[src/rtl/router_flit_serializer_if.sv]
// Flit-in / byte-out handshake bundle for router_flit_serializer.
// slave is the serializer side, master the router core and link side.
interface router_flit_serializer_if;
  logic [31:0] flit_in;
  logic        flit_wr;
  logic        flit_full;
  logic        flit_empty;
  logic        flit_overflow;
  logic [7:0]  byte_out;
  logic        byte_wr;
  logic        byte_full;
  logic        busy;

  modport slave (
    input  flit_in, flit_wr, byte_full,
    output flit_full, flit_empty, flit_overflow, byte_out, byte_wr, busy
  );

  modport master (
    output flit_in, flit_wr, byte_full,
    input  flit_full, flit_empty, flit_overflow, byte_out, byte_wr, busy
  );
endinterface

[src/rtl/router_flit_serializer.sv]
// Buffers 32-bit flits and streams each one out as four bytes, LSB first,
// gated by the downstream full flag.
module router_flit_serializer #(
  parameter int unsigned DEPTH  = 4,
  parameter int unsigned ADDR_W = 2
) (
  input logic                      clk,
  input logic                      rst,
  router_flit_serializer_if.slave  bus
);

  localparam logic [ADDR_W:0] CountFull = (ADDR_W + 1)'(DEPTH);

  typedef enum logic {StIdle, StShift} state_e;

  state_e              state_q, state_d;
  logic [31:0]         mem_q [DEPTH];
  logic [ADDR_W-1:0]   wr_ptr_q, rd_ptr_q;
  logic [ADDR_W:0]     count_q;
  logic [1:0]          byte_idx_q, byte_idx_d;
  logic [31:0]         shift_q, shift_d;
  logic [7:0]          byte_out_q, byte_out_d;
  logic                byte_wr_q, byte_wr_d;
  logic                overflow_q;
  logic                full, empty, push, pop;

  assign full  = (count_q == CountFull);
  assign empty = (count_q == '0);
  // Acceptance looks only at the registered occupancy, so a same-edge pop never frees room.
  assign push  = bus.flit_wr & ~full;

  always_comb begin
    state_d    = state_q;
    byte_idx_d = byte_idx_q;
    shift_d    = shift_q;
    byte_out_d = byte_out_q;
    byte_wr_d  = 1'b0;
    pop        = 1'b0;
    unique case (state_q)
      StIdle: begin
        if (!empty) begin
          shift_d    = mem_q[rd_ptr_q];
          pop        = 1'b1;
          byte_idx_d = 2'd0;
          state_d    = StShift;
        end
      end
      StShift: begin
        if (!bus.byte_full) begin
          byte_wr_d  = 1'b1;
          byte_out_d = shift_q[{byte_idx_q, 3'b000} +: 8];
          byte_idx_d = byte_idx_q + 2'd1;
          if (byte_idx_q == 2'd3) begin
            // Reload on the last byte so back-to-back flits leave no gap.
            if (!empty) begin
              shift_d = mem_q[rd_ptr_q];
              pop     = 1'b1;
            end else begin
              state_d = StIdle;
            end
          end
        end
      end
    endcase
  end

  always_ff @(posedge clk) begin
    if (push) begin
      mem_q[wr_ptr_q] <= bus.flit_in;
    end
  end

  always_ff @(posedge clk) begin
    if (rst) begin
      state_q    <= StIdle;
      wr_ptr_q   <= '0;
      rd_ptr_q   <= '0;
      count_q    <= '0;
      byte_idx_q <= 2'd0;
      shift_q    <= '0;
      byte_out_q <= 8'h00;
      byte_wr_q  <= 1'b0;
      overflow_q <= 1'b0;
    end else begin
      state_q    <= state_d;
      byte_idx_q <= byte_idx_d;
      shift_q    <= shift_d;
      byte_out_q <= byte_out_d;
      byte_wr_q  <= byte_wr_d;
      overflow_q <= bus.flit_wr & full;
      if (push) wr_ptr_q <= wr_ptr_q + 1'b1;
      if (pop)  rd_ptr_q <= rd_ptr_q + 1'b1;
      if (push && !pop)      count_q <= count_q + 1'b1;
      else if (pop && !push) count_q <= count_q - 1'b1;
    end
  end

  assign bus.flit_full     = full;
  assign bus.flit_empty    = empty;
  assign bus.flit_overflow = overflow_q;
  assign bus.byte_out      = byte_out_q;
  assign bus.byte_wr       = byte_wr_q;
  assign bus.busy          = (state_q == StShift);

endmodule

[src/flat_wrapper.sv]
// flat-port wrapper written by rule: the top's interface ports become plain ports
module router_flit_serializer_flat 
#(
  parameter int unsigned DEPTH  = 4,
  parameter int unsigned ADDR_W = 2
)
  (clk, rst, bus_flit_in, bus_flit_wr, bus_byte_full, bus_flit_full, bus_flit_empty, bus_flit_overflow, bus_byte_out, bus_byte_wr, bus_busy);
  router_flit_serializer_if bus_i ();
  input logic clk;
  input logic rst;
  input wire logic [$bits(bus_i.flit_in)-1:0] bus_flit_in;
  input wire logic [$bits(bus_i.flit_wr)-1:0] bus_flit_wr;
  input wire logic [$bits(bus_i.byte_full)-1:0] bus_byte_full;
  output wire logic [$bits(bus_i.flit_full)-1:0] bus_flit_full;
  output wire logic [$bits(bus_i.flit_empty)-1:0] bus_flit_empty;
  output wire logic [$bits(bus_i.flit_overflow)-1:0] bus_flit_overflow;
  output wire logic [$bits(bus_i.byte_out)-1:0] bus_byte_out;
  output wire logic [$bits(bus_i.byte_wr)-1:0] bus_byte_wr;
  output wire logic [$bits(bus_i.busy)-1:0] bus_busy;
  assign bus_i.flit_in = bus_flit_in;
  assign bus_i.flit_wr = bus_flit_wr;
  assign bus_i.byte_full = bus_byte_full;
  assign bus_flit_full = bus_i.flit_full;
  assign bus_flit_empty = bus_i.flit_empty;
  assign bus_flit_overflow = bus_i.flit_overflow;
  assign bus_byte_out = bus_i.byte_out;
  assign bus_byte_wr = bus_i.byte_wr;
  assign bus_busy = bus_i.busy;
  router_flit_serializer #(.DEPTH(DEPTH), .ADDR_W(ADDR_W)) u_core (.clk(clk), .rst(rst), .bus(bus_i));
endmodule
[config.mk]
export PLATFORM = sky130hd
export DESIGN_NAME = router_flit_serializer_flat
export DESIGN_NICKNAME = d
export VERILOG_FILES = /design/src/rtl/router_flit_serializer_if.sv /design/src/rtl/router_flit_serializer.sv /design/src/flat_wrapper.sv
export SDC_FILE = /design/constraint.sdc
export NUM_CORES = 1
export LEC_CHECK = 0
export BUFFER_PORTS_ARGS = -buffer_cell sky130_fd_sc_hd__clkbuf_2
export CAP_MARGIN = 10
export CORE_MARGIN = 2
export CORE_UTILIZATION = 60
export CTS_BUF_LIST = sky130_fd_sc_hd__clkbuf_2
export CTS_CLUSTER_SIZE = 25
export DETAILED_ROUTE_END_ITERATION = 10
export GPL_ROUTABILITY_DRIVEN = 0
export PLACE_DENSITY = 0.85
export SYNTH_ARGS = -nofsm -noshare
export SYNTH_HDL_FRONTEND = slang
export SYNTH_SLANG_ARGS = --single-unit
[constraint.sdc]
create_clock -name clk -period 3 [get_ports clk]
set_input_delay 0 -clock clk [delete_from_list [all_inputs] [get_ports clk]]
set_output_delay 0 -clock clk [all_outputs]
set_load 0.01 [all_outputs]
# After elaboration in Yosys (flattened, before gate mapping)
# Memory sizes are Yosys's and may differ from the RTL's. A register that Yosys moved wholly into a read port is not among the register bits.
# Index checks and enable logic that the tools add are counted.
[totals] reg_bits=52 latchBits=0 ram_bits=128 rom_bits=0 input_bits=36 output_inout_bits=13 elab_cells=57 n_memories=1
[classes] add_sub_neg=5 multipliers=0 div_mod_pow=0 magnitude_cmp=0 eq_ne=5 n_shift=1 mux=21 n_bitwise=5 reduce_logical=10
[memory_table] memory="u_core.mem_q" words=4 word_bits=32 rd=1 rd_ports_with_merged_regs=1 wr=1 line_no="router_flit_serializer.sv:17" text="logic [31:0] mem_q [DEPTH];"
[ops] op="2-to-1 mux 32 bit" count=3
[ops] op="case mux 32 bit (2 select lines)" count=1
[ops] op="variable part select 32 x 6 -> 8 bit" count=1
[ops] op="2-to-1 mux 1 bit" count=8
[ops] op="2-to-1 mux 2 bit" count=4
[ops] op="adder 2 x 1 -> 2 bit (second input constant)" count=3
[ops] op="2-to-1 mux 3 bit" count=2
[ops] op="inequality test 2 bit (second input constant)" count=3
[ops] op="AND reduction 2 bit" count=3
[ops] op="case mux 1 bit (2 select lines)" count=2
[ops] op="case mux 2 bit (2 select lines)" count=1
[ops] op="adder 3 x 1 -> 3 bit (second input constant)" count=1
[ops] op="equality test 3 bit (second input constant)" count=1
[ops] op="logical NOT 3 bit" count=1
[ops] op="NOT 1 bit" count=3
[ops] op="subtractor 3 x 1 -> 3 bit (second input constant)" count=1
[ops] op="bitwise AND 1 bit" count=2
[ops] op="equality test 2 bit (second input constant)" count=1
[ops] op="logical AND 1 bit" count=2
[ops] op="logical NOT 1 bit" count=2
[ops] op="nonzero test 2 bit" count=1
[ops] op="OR reduction 2 bit" count=1

# Longest topological paths before layout
[logic_depth] word_depth=8 depth_mapped=11

# Worst setup path before layout
# No wires, ideal clock.
[synth_path] path_type="register to register" from="reg u_core.count_q[0]" to="reg u_core.count_q[2]" t_arrival_ps=2174 slack_ps=756 stages_incl_launch_ff=11 synth_period_minus_slack_ps=2244 path_cell_list="dfxtp_1 -> nor3_4 -> a21oi_4 -> buf_6 -> inv_1 -> ha_1 -> inv_1 -> fa_1 -> xor2_1 -> or3_1 -> a21oi_1"
[synth_between] elab_chain_cells=8
[synth_lines] item="from (decl)" line_no="router_flit_serializer.sv:19" text="logic [ADDR_W:0] count_q;"
[synth_lines] item="from (signal assigned)" line_no="router_flit_serializer.sv:93" text="if (push && !pop) count_q <= count_q + 1'b1;"
[synth_lines] item="from (signal assigned)" line_no="router_flit_serializer.sv:94" text="else if (pop && !push) count_q <= count_q - 1'b1;"
[synth_lines] item="logical NOT 3 bit (*)" line_no="router_flit_serializer.sv:28" text="assign empty = (count_q == '0);"
[synth_lines] item="named net bus_flit_empty" line_no="flat_wrapper.sv:15" text="output wire logic [$bits(bus_i.flit_empty)-1:0] bus_flit_empty;"
[synth_lines] item="2-to-1 mux 1 bit (*)" line_no="router_flit_serializer.sv:41, router_flit_serializer.sv:55"
[synth_lines] item="2-to-1 mux 1 bit" line_no="router_flit_serializer.sv:53" text="if (byte_idx_q == 2'd3) begin"
[synth_lines] item="2-to-1 mux 1 bit" line_no="router_flit_serializer.sv:49" text="if (!bus.byte_full) begin"
[synth_lines] item="case mux 1 bit (2 select lines) (*)" line_no="router_flit_serializer.sv:39" text="unique case (state_q)"
[synth_lines] item="logical NOT 1 bit" line_no="router_flit_serializer.sv:93"
[synth_lines] item="logical AND 1 bit" line_no="router_flit_serializer.sv:93"
[synth_lines] item="2-to-1 mux 3 bit / nonzero test 2 bit (equally long branches)"
# Mark *: on every way through the listed nets, which the timed path passes. The rest lies on a longest branch. The select of a mux whose other input is x is not followed.
# A chain may end at the register's enable or synchronous reset.

# Worst setup path after layout
[layout_path] from="reg u_core.count_q[0]" to="reg u_core.count_q[2]"
[layout_between] elab_chain_cells=8
[layout_lines] item="logical NOT 3 bit" line_no="router_flit_serializer.sv:28"
[layout_lines] item="2-to-1 mux 1 bit" line_no="router_flit_serializer.sv:41, router_flit_serializer.sv:55"
[layout_lines] item="2-to-1 mux 1 bit" line_no="router_flit_serializer.sv:53"
[layout_lines] item="2-to-1 mux 1 bit" line_no="router_flit_serializer.sv:49"
[layout_lines] item="case mux 1 bit (2 select lines)" line_no="router_flit_serializer.sv:39"
[layout_lines] item="logical NOT 1 bit" line_no="router_flit_serializer.sv:93"
[layout_lines] item="logical AND 1 bit" line_no="router_flit_serializer.sv:93"
[layout_lines] item="2-to-1 mux 3 bit / nonzero test 2 bit (equally long branches)"
# Several ways; a longest one is shown, not always the timed one. The select of a mux whose other input is x is not followed.

==> impl_metrics.yaml <==
outcome:
  run_status: "finished clean"
global_route:
  grt.total_usage_pct: 20.2
  busiest_layer: "met2"
  grt_pass1_vias: 3639
  gr-usage-met2_pct: 32.3
  grt_max_degree: 55
  use_met1_pct: 27.9
  grt_pass1_wl_um: 18900
  use_met3_pct: 4.46
  grt.overflow.total: 0
  antenna_found_initial: 0
sta:
  slew_violations: 0
  setup_slack_ps: 518
  finalCritPeriodShare_pct: 82.7
  fin_setup_tns_ps: 0
  finalSetupViolCount: 0
  rsz0062_at_grt: "false"
  fin_skew_ps: 25.3
  hold_viol: 0
  worst_pin_slew_ps: 1060
  slew_headroom_pct: 29.3
  max_freq_mhz: 403
  period_needed_ps: 2480
clock_network:
  cts_tree: "done"
  h-tree-depth: 4
  numCtsBuffers: 17
  cts-root-buf: "clkbuf_2"
  cts.sinks: 182
  clock_path_buffers: 2
  worst_skew_pair.late_latency_ps: 710
  cts.clk_slew.worst_paths_ps: 230
pwr:
  seq_power_share_pct: 52.8
  leakagePower_nw: 2.91
  p_sw_share_pct: 29.1
  ir_drop_v: 0.000613
  p_switching_mw: 1.82
  p_per_area_nw_per_um2: 767
  power_frac_clock_pct: 19.8
  power_frac_comb_pct: 27.4
  intPower_mw: 4.46
drt:
  avgRoutedWirePerCell_um: 18.0
  drcViolationCount: 0
  drt_pass1_iterations: 4
  via_per_inst: 5.49
  num_vias: 3632
  drt-total-wl_um: 11900
  antenna_left: 0
  drtIter0Drc: 237
finish:
  area_delta_synth_final_pct: 18.5
  fin_nets: 548
  layout-drive-gt1-share_pct: 25.1
  antenna_cells: 0
worst_setup_path:
  reg2reg_from: "u_core.count_q[0]$_SDFFE_PP0P_"
  reg2regPathDepth: 8
  cp-start-kind: "flop"
  crit_start: "u_core.count_q[0]$_SDFFE_PP0P_"
  rrSetupSlack_ps: 520
  crit_end: "u_core.count_q[2]$_SDFFE_PP0P_"
  path_max_fanout: 7
  required_ps: 3630
  worst_setup_path_end_kind: "flop"
  criticalPathCategory: "flop to flop"
  critPathArrivalTime_ps: 3110
  reg2reg_to: "u_core.count_q[2]$_SDFFE_PP0P_"
yosys:
  yosysSeqAreaShare_pct: 71.2
  synthesis.nets: 425
  ys_types: 30
  synth_area_leader_cell: "edfxtp_1"
  synth.avg_cell_area_um2: 18.1
  ys_ff_latch: 182
  netlist.area_leader.share_pct: 55.6
  synthCells: 382
  ys_warn_count: 0
  netlist_area_um2: 6910
  synth_top_cells_by_area: "edfxtp_1 (56%), dfxtp_1 (16%), mux4_2 (12%)"
place:
  dp_slack_ps: 566
  port_buffers: 48
  dp_hpwl_um: 7170
job:
  maxCapViolCount: 0
floorplanning:
  io_pins: 49
  dieArea_um2: 12400
  num_rows: 39
  core_um2: 11300
  die_h_um: 111
  dieWidth_um: 111
  start_util_pct: 61.1
hold_path:
  hold_path_class: "input port to flop"
  min-delay-start: "bus_flit_in[14]"
Yosys cell counts:
cell           count
nor2b_1            2
fa_1               1
nor3_4             1
nor3b_1            1
nand3b_1           1
nor2_1            41
o21ai_0            2
a21oi_1           10
clkbuf_1           6
a211oi_1           2
inv_1              5
nand2_1           17
edfxtp_1         128
dlygate4sd1_1      1
buf_2              6
buf_6              7
ha_1               6
a21oi_4            1
clkbuf_8           1
nand2b_4           1
xnor2_1            3
xor2_1             2
or3_1              1
nand2b_1           2
mux2i_1           35
mux4_1             2
mux4_2            38
dfxtp_1           54
and3b_1            1
and2_1             4
critical path: stages, from the launching register on:
cell	delay [ps]
dfxtp_1	520
nor3b_1	140
nor2b_1	410
ha_1	270
inv_1	60
fa_1	370
xor2_1	180
or3_1	310
a21oi_1	140
worst min path at each step:
| stage | to | depth (start not counted) |
|---|---|---|
| after floorplan | u_core.mem_q[0][0]$_DFFE_PP_ | 0 |
| after global placement | u_core.mem_q[3][15]$_DFFE_PP_ | 1 |
| after detailed placement | u_core.mem_q[0][19]$_DFFE_PP_ | 1 |
| after CTS | u_core.mem_q[2][13]$_DFFE_PP_ | 2 |
| after global routing | u_core.mem_q[3][14]$_DFFE_PP_ | 2 |
| final | u_core.mem_q[3][14]$_DFFE_PP_ | 2 |
metal layers:
layer	vias to the layer above	part of all wire (%)	wire, um
met4	0	1.6	185
met5	-	0	0
met1	1804	44	5240
met2	106	50	5930
li1	1708	-	-
met3	14	4.8	567
final cells by class:
type	count	area, um^2
timing repair buffer	125	1000
tap	143	179
inverter	5	18.8
fill	719	3130
sequential	182	4930
multi-input combinational	174	1820
clock inverter	13	158
clock buffer	19	95.1
timing repair:
action / 4_1_cts / 5_1_grt
buffers inserted: 0 / 0
hold endpoints to repair: 146 / 4
gates resized for setup: 0 / 0
hold buffers: 67 / 1
cells in the final DEF (no fill, tap or decap), drive strengths merged:
cell,instances
xor2,2
clkbuf,67
mux4,40
nor3,1
clkinv,7
fa,1
o21ai,2
dlygate4sd3,68
bufinv,3
nor3b,1
inv,5
edfxtp,128
buf,9
dfxtp,54
and3b,1
xnor2,3
a21oi,11
a211oi,2
mux2i,35
nor2b,2
ha,6
nand3b,1
nor2,41
clkinvlp,3
nand2b,3
nand2,17
and2,4
or3,1
logic make-up (layout without fill, tap and decap cells):
logic type / after synthesis / after routing / share of synthesized area, %
flip-flops: 182 / 182 / 71.2
multiplexers: 75 / 75 / 18.2
AND/OR/NAND/NOR: 72 / 72 / 4.74
buffers and inverters: 26 / 162 / 2.50
AO/OA/AOI/OAI: 15 / 15 / 1.32
adder cells (fa/ha/maj): 7 / 7 / 1.38
XOR/XNOR: 5 / 5 / 0.633
registers in the layout (all words and copies together), names as in the netlist, named ones only:
register                  flops
u_core.rd_ptr_q               2
u_core.bus.busy               1
u_core.mem_q                128
u_core.bus.flit_overflow      1
u_core.wr_ptr_q               2
u_core.count_q                3
u_core.shift_q               32
u_core.bus.byte_wr            1
u_core.byte_idx_q             2
u_core.bus.byte_out           8
through the flow:
step / instances / hold slack, ps / instance area (um^2) / power [mW] / util, %
final: 661 / 91.7 / 8190 / 6.28 / 72.4
after global placement: 561 / 213 / 7260 / 4.97 / 64.1
after global routing: 661 / 9.12 / 8190 / 6.61 / 72.4
after floorplan: 382 / 98.9 / 6910 / 4.68 / -
after detailed placement: 561 / 218 / 7260 / 5.05 / 64.1
after CTS: 660 / 1.21 / 8180 / 6.34 / 72.3
power groups by stage:
| stage | registers (mW) | logic, mW | clock network [mW] |
|---|---|---|---|
| 2_1_floorplan | 3.28 | 1.40 | 0 |
| 3_3_place_gp | 3.35 | 1.62 | 0 |
| 3_5_place_dp | 3.37 | 1.67 | 0 |
| 4_1_cts | 3.32 | 1.74 | 1.27 |
| 5_1_grt | 3.36 | 1.88 | 1.38 |
| 6_report | 3.32 | 1.72 | 1.24 |
Power figures use the tool's default switching activity.
